==> config.mk <==
export PLATFORM = sky130hd
export DESIGN_NAME = synaptic_integrator
export DESIGN_NICKNAME = d
export VERILOG_FILES = /design/src/rtl/syn_pkg.sv /design/src/rtl/synaptic_integrator_spike_capture.sv /design/src/rtl/synaptic_integrator.sv
export SDC_FILE = /design/constraint.sdc
export NUM_CORES = 1
export LEC_CHECK = 0
export ABC_AREA = 1
export ABC_CLOCK_PERIOD_IN_PS = 10400
export CORE_ASPECT_RATIO = 1.4
export CORE_UTILIZATION = 55
export DETAILED_ROUTE_END_ITERATION = 10
export PLACE_DENSITY_LB_ADDON = 0.05
export SKIP_LAST_GASP = 1
export SLEW_MARGIN = 20
export SYNTH_ARGS = -nofsm -noshare
export SYNTH_HDL_FRONTEND = slang
export SYNTH_HIERARCHICAL = 1
export SYNTH_SLANG_ARGS = --single-unit
==> constraint.sdc <==
create_clock -name clk -period 10.4 [get_ports clk]
set_input_delay 2.08 -clock clk [delete_from_list [all_inputs] [get_ports clk]]
set_output_delay 2.08 -clock clk [all_outputs]
set_load 0.005 [all_outputs]
==> src/rtl/syn_pkg.sv <==
// Shared types and Q16.16 helpers for the synaptic integrator.
package syn_pkg;

   localparam int unsigned Q_W       = 32;
   localparam int unsigned FRAC_BITS = 16;

   localparam logic [Q_W-1:0] Q_MAX = 32'h7FFF_FFFF;
   localparam logic [Q_W-1:0] Q_MIN = 32'h8000_0000;

   typedef enum logic [1:0] {
      S_DECAY   = 2'd0,
      S_SCAN    = 2'd1,
      S_PUBLISH = 2'd2
   } state_e;

   // Signed add at Q_W+1 bits, clamped to the Q16.16 range.
   function automatic logic [Q_W-1:0] sat_add(input logic [Q_W-1:0] a,
                                              input logic [Q_W-1:0] b);
      logic [Q_W:0] s;
      s = {a[Q_W-1], a} + {b[Q_W-1], b};
      if (s[Q_W] != s[Q_W-1]) begin
         sat_add = s[Q_W] ? Q_MIN : Q_MAX;
      end else begin
         sat_add = s[Q_W-1:0];
      end
   endfunction

endpackage

==> src/rtl/synaptic_integrator_spike_capture.sv <==
// Per-line rising-edge detect with a sticky pending flag and merge detection.
module spike_capture #(
   parameter int unsigned M = 8
) (
   input  logic         clk,
   input  logic         reset,
   input  logic [M-1:0] synin,
   input  logic [M-1:0] clr_c,
   output logic [M-1:0] pending,
   output logic [M-1:0] drop_c
);

   logic [M-1:0] synin_d_q, synin_d_d;
   logic [M-1:0] pending_q, pending_d;
   logic [M-1:0] rise_c;

   // A new edge wins over a same-cycle clear; an edge onto an uncleared flag is a merge.
   always_comb begin
      synin_d_d = synin;
      rise_c    = synin & ~synin_d_q;
      pending_d = (pending_q & ~clr_c) | rise_c;
      drop_c    = rise_c & pending_q & ~clr_c;
   end

   // Delay line resets high so a line already asserted at release is not a spike.
   always_ff @(posedge clk) begin
      if (!reset) begin
         synin_d_q <= '1;
         pending_q <= '0;
      end else begin
         synin_d_q <= synin_d_d;
         pending_q <= pending_d;
      end
   end

   assign pending = pending_q;

endmodule

==> src/rtl/synaptic_integrator.sv <==
// Synaptic current integrator: decay, per-spike weight accumulation, publish.
// Build option: define SYN_DECAY_EN for a leaky current (acc -= acc >>> TAU_SHIFT
// each period); otherwise each period starts from zero.
module synaptic_integrator
   import syn_pkg::*;
#(
   parameter int unsigned N         = 32,
   parameter int unsigned M         = 8,
   parameter int unsigned TAU_SHIFT = 4
) (
   input  logic                 clk,
   input  logic                 reset,
   input  logic [M-1:0]         synin,
   input  logic                 w_wr_en,
   input  logic [$clog2(M)-1:0] w_wr_addr,
   input  logic [N-1:0]         w_wr_data,
   output logic [N-1:0]         I,
   output logic                 i_valid,
   output logic [7:0]           drop_cnt
);

   localparam int unsigned AW = $clog2(M);

   // Elaboration guard for unsupported parameter sets.
   if (N != Q_W || M < 2 || TAU_SHIFT >= N || FRAC_BITS >= N) begin : g_param_check
      $error("synaptic_integrator: unsupported parameter set");
   end

   state_e        state_q, state_d;
   logic [AW-1:0] idx_q, idx_d;
   logic [N-1:0]  acc_q, acc_d;
   logic [N-1:0]  i_q, i_d;
   logic          i_valid_q, i_valid_d;
   logic [7:0]    drop_cnt_q, drop_cnt_d;
   logic [N-1:0]  w_q [M];
   logic [N-1:0]  w_d [M];

   logic [M-1:0]  pending;
   logic [M-1:0]  drop_c;
   logic [M-1:0]  clr_c;
   logic [N-1:0]  decay_c;

   spike_capture #(.M(M)) u_capture (
      .clk     (clk),
      .reset   (reset),
      .synin   (synin),
      .clr_c   (clr_c),
      .pending (pending),
      .drop_c  (drop_c)
   );

   // Start-of-period value of the accumulator.
`ifdef SYN_DECAY_EN
   always_comb begin
      decay_c = acc_q - N'($signed(acc_q) >>> TAU_SHIFT);
   end
`else
   always_comb begin
      decay_c = '0;
   end
`endif

   // Weight register file; a SCAN read in the write cycle sees the old value.
   always_comb begin
      for (int k = 0; k < M; k++) begin
         w_d[k] = w_q[k];
         if (w_wr_en && w_wr_addr == AW'(k)) begin
            w_d[k] = w_wr_data;
         end
      end
   end

   // Saturating count of merged spikes (several lines may merge in one cycle).
   always_comb begin
      int unsigned cnt;
      int unsigned sum;
      cnt = 0;
      for (int k = 0; k < M; k++) begin
         cnt = cnt + 32'(drop_c[k]);
      end
      sum = 32'(drop_cnt_q) + cnt;
      drop_cnt_d = (sum > 32'd255) ? 8'hFF : 8'(sum);
   end

   // Period sequencer: DECAY, SCAN over every line, PUBLISH.
   always_comb begin
      state_d   = state_q;
      idx_d     = idx_q;
      acc_d     = acc_q;
      i_d       = i_q;
      i_valid_d = 1'b0;
      clr_c     = '0;
      case (state_q)
         S_DECAY: begin
            acc_d   = decay_c;
            idx_d   = '0;
            state_d = S_SCAN;
         end
         S_SCAN: begin
            if (pending[idx_q]) begin
               acc_d        = sat_add(acc_q, w_q[idx_q]);
               clr_c[idx_q] = 1'b1;
            end
            if (idx_q == AW'(M - 1)) begin
               idx_d   = '0;
               state_d = S_PUBLISH;
            end else begin
               idx_d = idx_q + AW'(1);
            end
         end
         S_PUBLISH: begin
            i_d       = acc_q;
            i_valid_d = 1'b1;
            state_d   = S_DECAY;
         end
         default: begin
            state_d = S_DECAY;
            idx_d   = '0;
         end
      endcase
   end

   // State, accumulator, weights and registered outputs.
   always_ff @(posedge clk) begin
      if (!reset) begin
         state_q    <= S_DECAY;
         idx_q      <= '0;
         acc_q      <= '0;
         i_q        <= '0;
         i_valid_q  <= 1'b0;
         drop_cnt_q <= '0;
         for (int k = 0; k < M; k++) begin
            w_q[k] <= '0;
         end
      end else begin
         state_q    <= state_d;
         idx_q      <= idx_d;
         acc_q      <= acc_d;
         i_q        <= i_d;
         i_valid_q  <= i_valid_d;
         drop_cnt_q <= drop_cnt_d;
         for (int k = 0; k < M; k++) begin
            w_q[k] <= w_d[k];
         end
      end
   end

   assign I        = i_q;
   assign i_valid  = i_valid_q;
   assign drop_cnt = drop_cnt_q;

endmodule

Word level (Yosys, flattened, before mapping)
Memories as Yosys holds them, arrays and structs flattened. A register that Yosys moved wholly into a read port is not among the register bits.
Cells that the tools add are included.
- word-level logic and storage cells: 115
- register bits: 94
- memories: 1
- input bits: 46
- output and inout port bits: 41
- RAM bits: 256
- add/sub/neg operators: 10
- bitwise logic cells: 15
- order comparisons: 3
- eq/ne operators: 21
- reductions and logical operators: 21
- multiplexer cells: 36
- memory list (name ; depth ; width ; read ports ; clocked after memory_dff ; wr ports ; RTL line ; text):
    w_q ; 8 ; 32 ; 1 ; 1 ; 8 ; synaptic_integrator.sv:35 ; logic [N-1:0] w_q [M];
- operators with widths (kind ; number):
    two-way mux 32 bit ; 19
    one-hot mux 32 bit (2 select lines) ; 1
    adder 32 x 32 -> 33 bit ; 1
    AND 8 bit ; 4
    two-way mux 8 bit ; 3
    AND reduction 2 bit ; 9
    NOT 8 bit ; 2
    equality test 3 bit (second input constant) ; 5
    adder 8 x 8 -> 9 bit ; 1
    > comparator 9 x 8 -> 1 bit (second input constant) ; 1
    logical AND 1 bit ; 9
    two-way mux 3 bit ; 3
    adder 7 x 1 -> 8 bit ; 1
    inequality test 1 bit (second input constant) ; 8
    bitwise OR 1 bit ; 8
    bitwise OR 8 bit ; 1
    adder 6 x 1 -> 7 bit ; 1
    adder 5 x 1 -> 6 bit ; 1
    equality test 3 x 2 -> 1 bit (second input constant) ; 2
    one-hot mux 3 bit (2 select lines) ; 1
    adder 4 x 1 -> 5 bit ; 1
    two-way mux 1 bit ; 5
    adder 3 x 1 -> 4 bit ; 1
    < comparator 3 x 4 -> 1 bit (second input constant) ; 1
    16 further kinds ; 17

Depth between registers and ports, before layout
Gate-level depths: netlist (run 1).
- word-level depth: 18
- gate-level depth with buffers: 26
- depth with buffers taken out: 23

By module
The synthesis (run 1) kept the hierarchy.
- modules (own cells, without submodules) (module ; area an instance (um2) ; cells an instance ; instances ; seq. area each (um2)):
    synaptic_integrator ; 16768.6 ; 1946 ; 1 ; 9308.9
    spike_capture ; 575.6 ; 74 ; 1 ; 320.3

Least setup slack after synthesis (run 1)
OpenSTA, ideal clock, no wires.
- path kind: input to register
- start: input port synin[0]
- end: register drop_cnt_q[5] (netlist: drop_cnt[5])
- buffers on the path: 0
- stages: 13
- library setup time: 0.070 ns
- data required time: 10.330 ns
- arrival: 5.299 ns
- setup slack: 5.031 ns
- path through: nand2_1 -> nor2_1 -> fa_1 -> inv_1 -> fa_1 -> fa_1 -> fa_1 -> fa_1 -> o21ai_0 -> nand2_1 -> nor3b_1 -> nand2_1 -> a21oi_1
- cells in the longest elaborated chain, start to end: 13
- RTL lines (item ; RTL line ; text):
    from (decl) ; synaptic_integrator.sv:13 ; input logic [M-1:0] synin,
    AND 8 bit (*) ; synaptic_integrator_spike_capture.sv:20 ; rise_c = synin & ~synin_d_q;
    AND 8 bit (*) (2 in a row) ; synaptic_integrator_spike_capture.sv:22 ; drop_c = rise_c & pending_q & ~clr_c;
    via drop_c[0] ; synaptic_integrator.sv:39 ; logic [M-1:0] drop_c;
    adder 1 x 1 -> 2 bit (*) ; synaptic_integrator.sv:79 ; cnt = cnt + 32'(drop_c[k]);
    adder 2 x 1 -> 3 bit (*) ; synaptic_integrator.sv:79 ;
    adder 3 x 1 -> 4 bit (*) ; synaptic_integrator.sv:79 ;
    adder 4 x 1 -> 5 bit (*) ; synaptic_integrator.sv:79 ;
    adder 5 x 1 -> 6 bit (*) ; synaptic_integrator.sv:79 ;
    adder 6 x 1 -> 7 bit (*) ; synaptic_integrator.sv:79 ;
    adder 7 x 1 -> 8 bit (*) ; synaptic_integrator.sv:79 ;
    adder 8 x 8 -> 9 bit (*) ; synaptic_integrator.sv:81 ; sum = 32'(drop_cnt_q) + cnt;
    > comparator 9 x 8 -> 1 bit ; synaptic_integrator.sv:82 ; drop_cnt_d = (sum > 32'd255) ? 8'hFF : 8'(sum);
    two-way mux 8 bit (*) ; synaptic_integrator.sv:82 ;
    to (signal assigned) ; synaptic_integrator.sv:141 ; drop_cnt_q <= drop_cnt_d;
    to (decl) ; synaptic_integrator.sv:34 ; logic [7:0] drop_cnt_q, drop_cnt_d;
Mark *: on every way through the listed nets, which the timed path passes. The rest lies on a longest branch.
A chain may end at the register's enable or synchronous reset.

==> flow_summary.rst, run 1 <==
.. list-table::
   :header-rows: 1

   * - Metric
     - Value
   * - Number of buffers inserted by hold repair at cts
     - 0
   * - Relative max-transition margin
     - 31.2%
   * - Post-synthesis adder-cell area fraction
     - 3.58%
   * - DRC violation count after routing
     - 6
   * - Core Region
     - 30900 um2
   * - Library cell occupying the most area in the post-synthesis netlist
     - edfxtp_1
   * - Share of post-route cells with drive strength above 1
     - 6.01%
   * - Crit path capture type
     - flip-flop
   * - Relative contribution of combinational cells to total power
     - 11.5%
   * - Final critical delay including setup and external delays
     - 5.81 ns
   * - Dominant register cell in the synthesized netlist
     - edfxtp_1
   * - Leading cell types by total area after synthesis
     - edfxtp_1, nor2_1, dfxtp_1, nand2_1, o21ai_0
   * - Post-synthesis net count
     - 2112
   * - Crit Path Category
     - reg2reg
   * - Final Max Tran Viols
     - 0
   * - Total gr overflow
     - 0
   * - Top cells by count, synth
     - nor2_1, nand2_1, edfxtp_1
   * - Worst-case clock skew
     - 0.0208 ns
   * - Count of endpoints failing setup in the final report
     - 0
   * - Cell leakage power
     - 8.15 nW
   * - First-pass GRT wire length
     - 70.0 mm
   * - Routed WL
     - 45.4 mm
   * - Critical path launch point type
     - flip-flop
   * - Distinct cells, synth
     - 37
   * - Max Clk Rate
     - 172 MHz
   * - Mean cell area of the mapped netlist
     - 8.59 um2
   * - PortBufs
     - 86
   * - Mux contribution to synthesized area
     - 0%
   * - Net switching power figure
     - 0.818 mW
   * - Overall power
     - 3.27 mW
   * - CP cell instances
     - buf_4, clkinv_1, buf_4, nor2_1, o21ai_0, a31oi_1, ha_1, inv_1, fa_1, inv_1, nand2_1, nand2_1, nand3_1, nand2_2, nand2_1, nand2_2, nand2_2, nand3_1, nand2_2, a21oi_4, nand2_1, a21oi_1
   * - Status
     - finished with violations
   * - Detailed Route Iter0 Violations
     - 853
   * - GRT Resource Usage Total
     - 28.4%
   * - Post-synth ARST share
     - 0%
   * - Hold/Removal Path Class
     - reg2reg
   * - # resized after CTS
     - 0
   * - Stage delay of the slowest cell on the critical path
     - 0.98 ns
   * - DR vias
     - 13800
   * - Detailed-router iteration count before antenna repair
     - 8
   * - Slew at the pin closest to its max-slew limit
     - 1.03 ns
   * - Number of routed nets with antenna violations
     - 0
   * - Sequential fraction of design power
     - 49.5%
   * - Main combinational cell family by area after synthesis
     - simple AND/OR/NAND/NOR gates
   * - Number of cell rows
     - 76
   * - Clk sink count
     - 353
   * - Post-DR vias/cell
     - 5.54
   * - Area fraction in compound gates after synthesis
     - 10.6%
   * - Antenna violations before repair
     - 0
   * - Most numerous cell in the Yosys netlist
     - nor2_1
   * - Unrepaired setup endpoints after global routing
     - false
   * - Total Nets Final
     - 2161
   * - Sum of net half-perimeters after detailed placement
     - 27.9 mm
   * - Sw frac
     - 25.0%
   * - Total of flip-flops plus latches after synthesis
     - 353
   * - Max Fanout on Critical Path
     - 65
   * - Maximum number of pins on one net before global-route repair
     - 90
   * - Count of buffering cells on the critical path with inverters included
     - 5
   * - Total of fill cells in the finished design
     - 2649
   * - Gate family responsible for the most delay along the worst path
     - buffers and inverters
   * - Gate Count Post-Synth
     - 2020
   * - TritonCTS Buffers
     - 35
   * - Average wire per cell in the routed design
     - 18.3 um
   * - Violations in the final reports
     - design-rule violations
   * - Fraction of the yosys area taken by sequential cells
     - 55.5%
   * - Data arrival at the endpoint of the critical path
     - 6.27 ns
   * - Required time at the endpoint of the critical path
     - 10.86 ns
   * - Post-Synth XOR/XNOR Area
     - 1.06%
   * - Boundary Pins
     - 87
   * - Peak ir drop on the vdd network
     - 120 uV
   * - Number of synthesized flops with an enable pin
     - 256
   * - RePlAce Congestion
     - 0.954
   * - Clock network latency to the later pin of the worst-skew pair
     - 0.54 ns
   * - Horiz. Die Dim
     - 152 um
   * - Final-report hold violation count
     - 0
   * - Period utilisation layout
     - 55.8%
   * - Die area
     - 32300 um2
   * - Synth Cell Area
     - 17300 um2
   * - Area added between synthesis and finish
     - 13.2%
   * - Crit path max-delay cell type
     - clkinv_1
   * - Clock share of power
     - 38.9%
   * - Int Pwr
     - 2.45 mW
   * - Cell at the root of the clock tree
     - clkbuf_16
   * - Fraction of post-synthesis cell area in the top cell type by area
     - 44.3%
   * - PwrDens
     - 167 nW/um2
   * - Clock input transition at the sequential cells of the worst setup and hold paths
     - 0.07 ns
   * - Post-CTS setup buffers
     - 0
   * - TritonCTS clock tree
     - yes
   * - Syn. warnings
     - 6
   * - Simple-Gate Fraction of Synth Area
     - 22.4%
   * - Maximum capacitance violations
     - 0
   * - Starting density of the core
     - 56.1%
   * - H-tree level count
     - 2
   * - Maximum clock insertion buffer count
     - 3
   * - Post-route worst hold slack
     - 0.490 ns
   * - Worst setup slack for register-to-register paths
     - 4.59 ns
   * - Vert. Die Dim
     - 212 um
   * - Antenna cells
     - 0
   * - Vias in the first global route
     - 13600
   * - Final total negative setup slack
     - 0 ns
## power groups by stage
stage	Sequential (mW)	Combinational, mW	Clock, mW
2_1_floorplan	1.64	0.265	0
3_3_place_gp	1.65	0.371	0
3_5_place_dp	1.65	0.376	0
4_1_cts	1.62	0.378	1.29
5_1_grt	1.63	0.420	1.34
6_report	1.62	0.377	1.27
## path summary, 6_finish.rpt
check,from,end,cells after the start
max reg2reg,flip-flop,acc_q[16],22
max,flip-flop,acc_q[16],22
min reg2reg,acc_q[21],acc_q[21],2
min,acc_q[21],acc_q[21],2
## tightest hold or removal path, stage by stage, from the launching register on
cell,delay [ns]
dfxtp_1,0.33
nand2_1,0.07
a21oi_1,0.05
## cells by family after synthesis
kind of cell	Yosys count
and+or+nand+nor	968
adders and majority gates	46
DFF	353
xor gates and xnor gates	21
AOI/OAI and AO/OA	337
buffers and inverters	295
## through the flow
| stage | cell area [um2] | cells | setup WS, ns | utilization [%] |
|---|---|---|---|---|
| after floorplan | 17300 | 2020 | 5.03 | - |
| after detailed placement | 18500 | 2422 | 4.26 | 59.8 |
| after global placement | 18500 | 2422 | 4.33 | 59.8 |
| after CTS | 19600 | 2485 | 4.63 | 63.5 |
| after global routing | 19600 | 2485 | 4.13 | 63.5 |
| final | 19600 | 2485 | 4.59 | 63.5 |
## placed cells by master (no fill, tap or decap), types with 7 or more instances in the layout
cell type / n
clkbuf_1: 7
nand3b_1: 11
xnor2_1: 15
nand3_1: 42
nand3_2: 7
dfxtp_1: 95
buf_4: 24
nand4_1: 15
nand2_1: 315
ha_1: 40
nand2_2: 14
clkdlybuf4s50_1: 85
a21oi_1: 76
edfxtp_1: 256
o21bai_1: 8
clkbuf_16: 36
o21ai_0: 173
o22ai_1: 33
a31oi_1: 31
inv_1: 190
nor2_1: 545
nor3_1: 7
## area by class of cell
cell class / instances / area, um2 / share of cell area, %
Sequential cell: 353 / 9630 / 49.1
Multi-Input combinational cell: 1372 / 6590 / 33.5
Timing Repair Buffer: 109 / 1030 / 5.25
Clock buffer: 47 / 982 / 5.00
Inverter: 198 / 743 / 3.78
Tap cell: 390 / 488 / 2.48
Clock inverter: 16 / 173 / 0.879
## state kept, by name, indices dropped and copies added, names as in the netlist, named ones only
name                 cells
u_capture/pending        8
state_q                  2
u_capture/synin_d_q      8
idx_q                    3
drop_cnt                 8
i_valid                  1
I                       32
acc_q                   32
w_q                    256
## routing by layer
metal	vias to the layer above	wire length [um]	part of all wire [%]	GRT usage, %
met1	6488	17900	39	33.4
met4	0	1790	4.0	13.4
met2	429	23000	51	51.9
met3	126	2680	5.9	3.53
li1	6714	-	-	-
met5	-	0	0	0
No activity file was read; power rests on OpenSTA's default activity.
==> run 2, diff against run 1 <==
--- a/config.mk
+++ b/config.mk
@@ -6,7 +6,7 @@
 export NUM_CORES = 1
 export LEC_CHECK = 0
 export ABC_AREA = 1
-export ABC_CLOCK_PERIOD_IN_PS = 10400
+export ABC_CLOCK_PERIOD_IN_PS = 4900
 export CORE_ASPECT_RATIO = 1.4
 export CORE_UTILIZATION = 55
 export DETAILED_ROUTE_END_ITERATION = 10
==> constraint.sdc (replaced) <==
create_clock -name clk -period 4.9 [get_ports clk]
set_input_delay 0.98 -clock clk [delete_from_list [all_inputs] [get_ports clk]]
set_output_delay 0.98 -clock clk [all_outputs]
set_load 0.005 [all_outputs]
==> flow_summary.rst, run 2 (same netlist as run 1, synthesis figures left out) <==
.. list-table::
   :header-rows: 1

   * - Metric
     - Value
   * - Clock share of power
     - 39.3%
   * - Clk sink count
     - 353
   * - Detailed-router iteration count before antenna repair
     - 8
   * - H-tree level count
     - 2
   * - Final Max Tran Viols
     - 0
   * - Crit Path Category
     - in2reg
   * - Average wire per cell in the routed design
     - 18.5 um
   * - TritonCTS clock tree
     - yes
   * - Core Region
     - 30900 um2
   * - Period utilisation layout
     - 92.5%
   * - Unrepaired setup endpoints after global routing
     - false
   * - Status
     - finished with violations
   * - Crit path max-delay cell type
     - clkdlybuf4s50_1
   * - Critical path launch point type
     - primary input
   * - RePlAce Congestion
     - 0.985
   * - Count of endpoints failing setup in the final report
     - 0
   * - Starting density of the core
     - 56.1%
   * - First-pass GRT wire length
     - 71.4 mm
   * - Relative max-transition margin
     - 41.3%
   * - Int Pwr
     - 5.26 mW
   * - Total of fill cells in the finished design
     - 2618
   * - Post-DR vias/cell
     - 5.59
   * - Post-route worst hold slack
     - 0.490 ns
   * - PortBufs
     - 86
   * - Share of post-route cells with drive strength above 1
     - 6.63%
   * - Hold/Removal Path Class
     - reg2reg
   * - Final critical delay including setup and external delays
     - 4.53 ns
   * - Most frequent cells in the layout
     - nor2_1, nand2_1, edfxtp_1
   * - Final-report hold violation count
     - 0
   * - Clock network latency to the later pin of the worst-skew pair
     - 0.54 ns
   * - Sum of net half-perimeters after detailed placement
     - 29.4 mm
   * - Worst setup path start
     - synin[0]
   * - TritonCTS Buffers
     - 35
   * - Number of cell rows
     - 76
   * - Data arrival at the endpoint of the critical path
     - 5.00 ns
   * - CP cell instances
     - clkdlybuf4s50_1, nand2_1, nor2_1, fa_1, inv_1, fa_1, fa_1, fa_1, fa_1, o21ai_0, nand2_1, nor3b_1, nand2_1, a21oi_1
   * - Detailed Route Iter0 Violations
     - 1010
   * - Register containing the most flip-flops in the final layout
     - w_q
   * - Slew at the pin closest to its max-slew limit
     - 0.877 ns
   * - Maximum capacitance violations
     - 0
   * - Sw frac
     - 25.2%
   * - Clock input transition at the sequential cells of the worst setup and hold paths
     - 0.06 ns
   * - Area added between synthesis and finish
     - 14.4%
   * - Vias in the first global route
     - 13700
   * - Maximum clock insertion buffer count
     - 3
   * - Antenna cells
     - 0
   * - Cell at the root of the clock tree
     - clkbuf_16
   * - Cell leakage power
     - 8.26 nW
   * - Crit path capture type
     - flip-flop
   * - Worst setup slack for register-to-register paths
     - 0.46 ns
   * - Maximum number of pins on one net before global-route repair
     - 129
   * - Post-CTS setup buffers
     - 0
   * - Worst R2R Path Depth
     - 18
   * - RR Endpoint
     - drop_cnt[2]
   * - Worst r2r src
     - state_q[0]
   * - Worst-case clock skew
     - 0.0136 ns
   * - Footprint of the flip-flops and latches
     - 9630 um2
   * - Net switching power figure
     - 1.77 mW
   * - Required time at the endpoint of the critical path
     - 5.36 ns
   * - Antenna violations before repair
     - 0
   * - Total gr overflow
     - 0
   * - Total area of multi-input combinational cells
     - 6590 um2
   * - Stage delay of the slowest cell on the critical path
     - 0.47 ns
   * - Violations in the final reports
     - design-rule violations
   * - Die area
     - 32300 um2
   * - Hold endpoint
     - acc_q[8]
   * - Max Clk Rate
     - 221 MHz
   * - PwrDens
     - 354 nW/um2
   * - Vert. Die Dim
     - 212 um
   * - Number of buffers inserted by hold repair at cts
     - 0
   * - Cells on Worst Hold Path
     - 2
   * - Sequential fraction of design power
     - 48.9%
   * - GRT Resource Usage Total
     - 29.0%
   * - Boundary Pins
     - 87
   * - Most used cell, CP
     - fa_1
   * - Total Nets Final
     - 2177
   * - Flip-flop count of the largest register, all copies and words added
     - 256
   * - Routed WL
     - 46.2 mm
   * - Max Fanout on Critical Path
     - 6
   * - Start point of the worst min-delay path
     - acc_q[8]
   * - Share of the core filled with cells
     - 64.2%
   * - DR vias
     - 14000
   * - Relative contribution of combinational cells to total power
     - 11.9%
   * - Peak ir drop on the vdd network
     - 261 uV
   * - Most common cell after layout, fill and taps aside
     - nor2_1
   * - DRC violation count after routing
     - 6
   * - Number of routed nets with antenna violations
     - 0
   * - Horiz. Die Dim
     - 152 um
## run 2: cell count changes in the layout (fill, tap and decap cells not counted), sizes merged
| cell | previous run | this run |
|---|---|---|
| bufinv | 3 | 4 |
| clkbuf | 47 | 44 |
| buf | 24 | 40 |
| clkinv | 11 | 15 |
| clkinvlp | 4 | 2 |
| inv | 196 | 197 |
## run 2: layout make-up
class	count	area share, %
flip-flops and latches	353	48.6
multi-input cells	1372	33.2
repair buffers	125	6.12
clock buffers	44	4.84
inverters	198	3.75
well taps	390	2.46
clock inverters	20	1.07
## run 2: power by group through the flow
stage | clock (mW) | combinational (mW) | sequential (mW)
finish | 2.76 | 0.835 | 3.43
global route | 2.90 | 0.922 | 3.45
CTS | 2.79 | 0.834 | 3.43
detailed placement | 0 | 0.830 | 3.50
global placement | 0 | 0.817 | 3.49
floorplan | 0 | 0.563 | 3.49
## run 2: worst max-delay path: cells and delay by family
kind	cells	cell delay, ns
adder cells (fa/ha/maj)	5	2.16
AND/OR/NAND/NOR	5	0.83
buffers and inverters	2	0.55
AO/OA/AOI/OAI	2	0.47
## run 2: routing by layer
layer | GRT usage, % | vias up | wire length [um]
li1 | - | 6777 | -
met1 | 34.3 | 6673 | 18100
met2 | 53.6 | 433 | 23900
met3 | 3.06 | 101 | 2390
met4 | 12.5 | 0 | 1740
met5 | 0 | - | 0
## run 2: through the flow
step / worst slack, ns / instances / area [um2] / total power, mW / TNS [ns]
6_report: 0.366 / 2502 / 19800 / 7.03 / 0
5_1_grt: 0.108 / 2502 / 19800 / 7.27 / 0
4_1_cts: 0.296 / 2502 / 19800 / 7.06 / 0
3_5_place_dp: -0.196 / 2438 / 18700 / 4.33 / -1.21
3_3_place_gp: -0.0556 / 2438 / 18700 / 4.31 / -0.237
2_1_floorplan: 0.607 / 2020 / 17300 / 4.05 / 0
## run 2: worst max path at each step
stage                             end  slack, ns  cells after the start
after global placement    drop_cnt[5]      -0.06                     14
after global routing      drop_cnt[5]       0.11                     18
final                     drop_cnt[2]       0.37                     14
after detailed placement  drop_cnt[5]      -0.20                     14
after CTS                 drop_cnt[2]       0.30                     18
after floorplan           drop_cnt[5]       0.61                     18
## run 2: timing repair
| action | in CTS | in global routing |
|---|---|---|
| setup endpoints to repair | 0 | 6 |
| gates resized for setup | 0 | 1 |
| endpoints found under the hold margin | 0 | 0 |
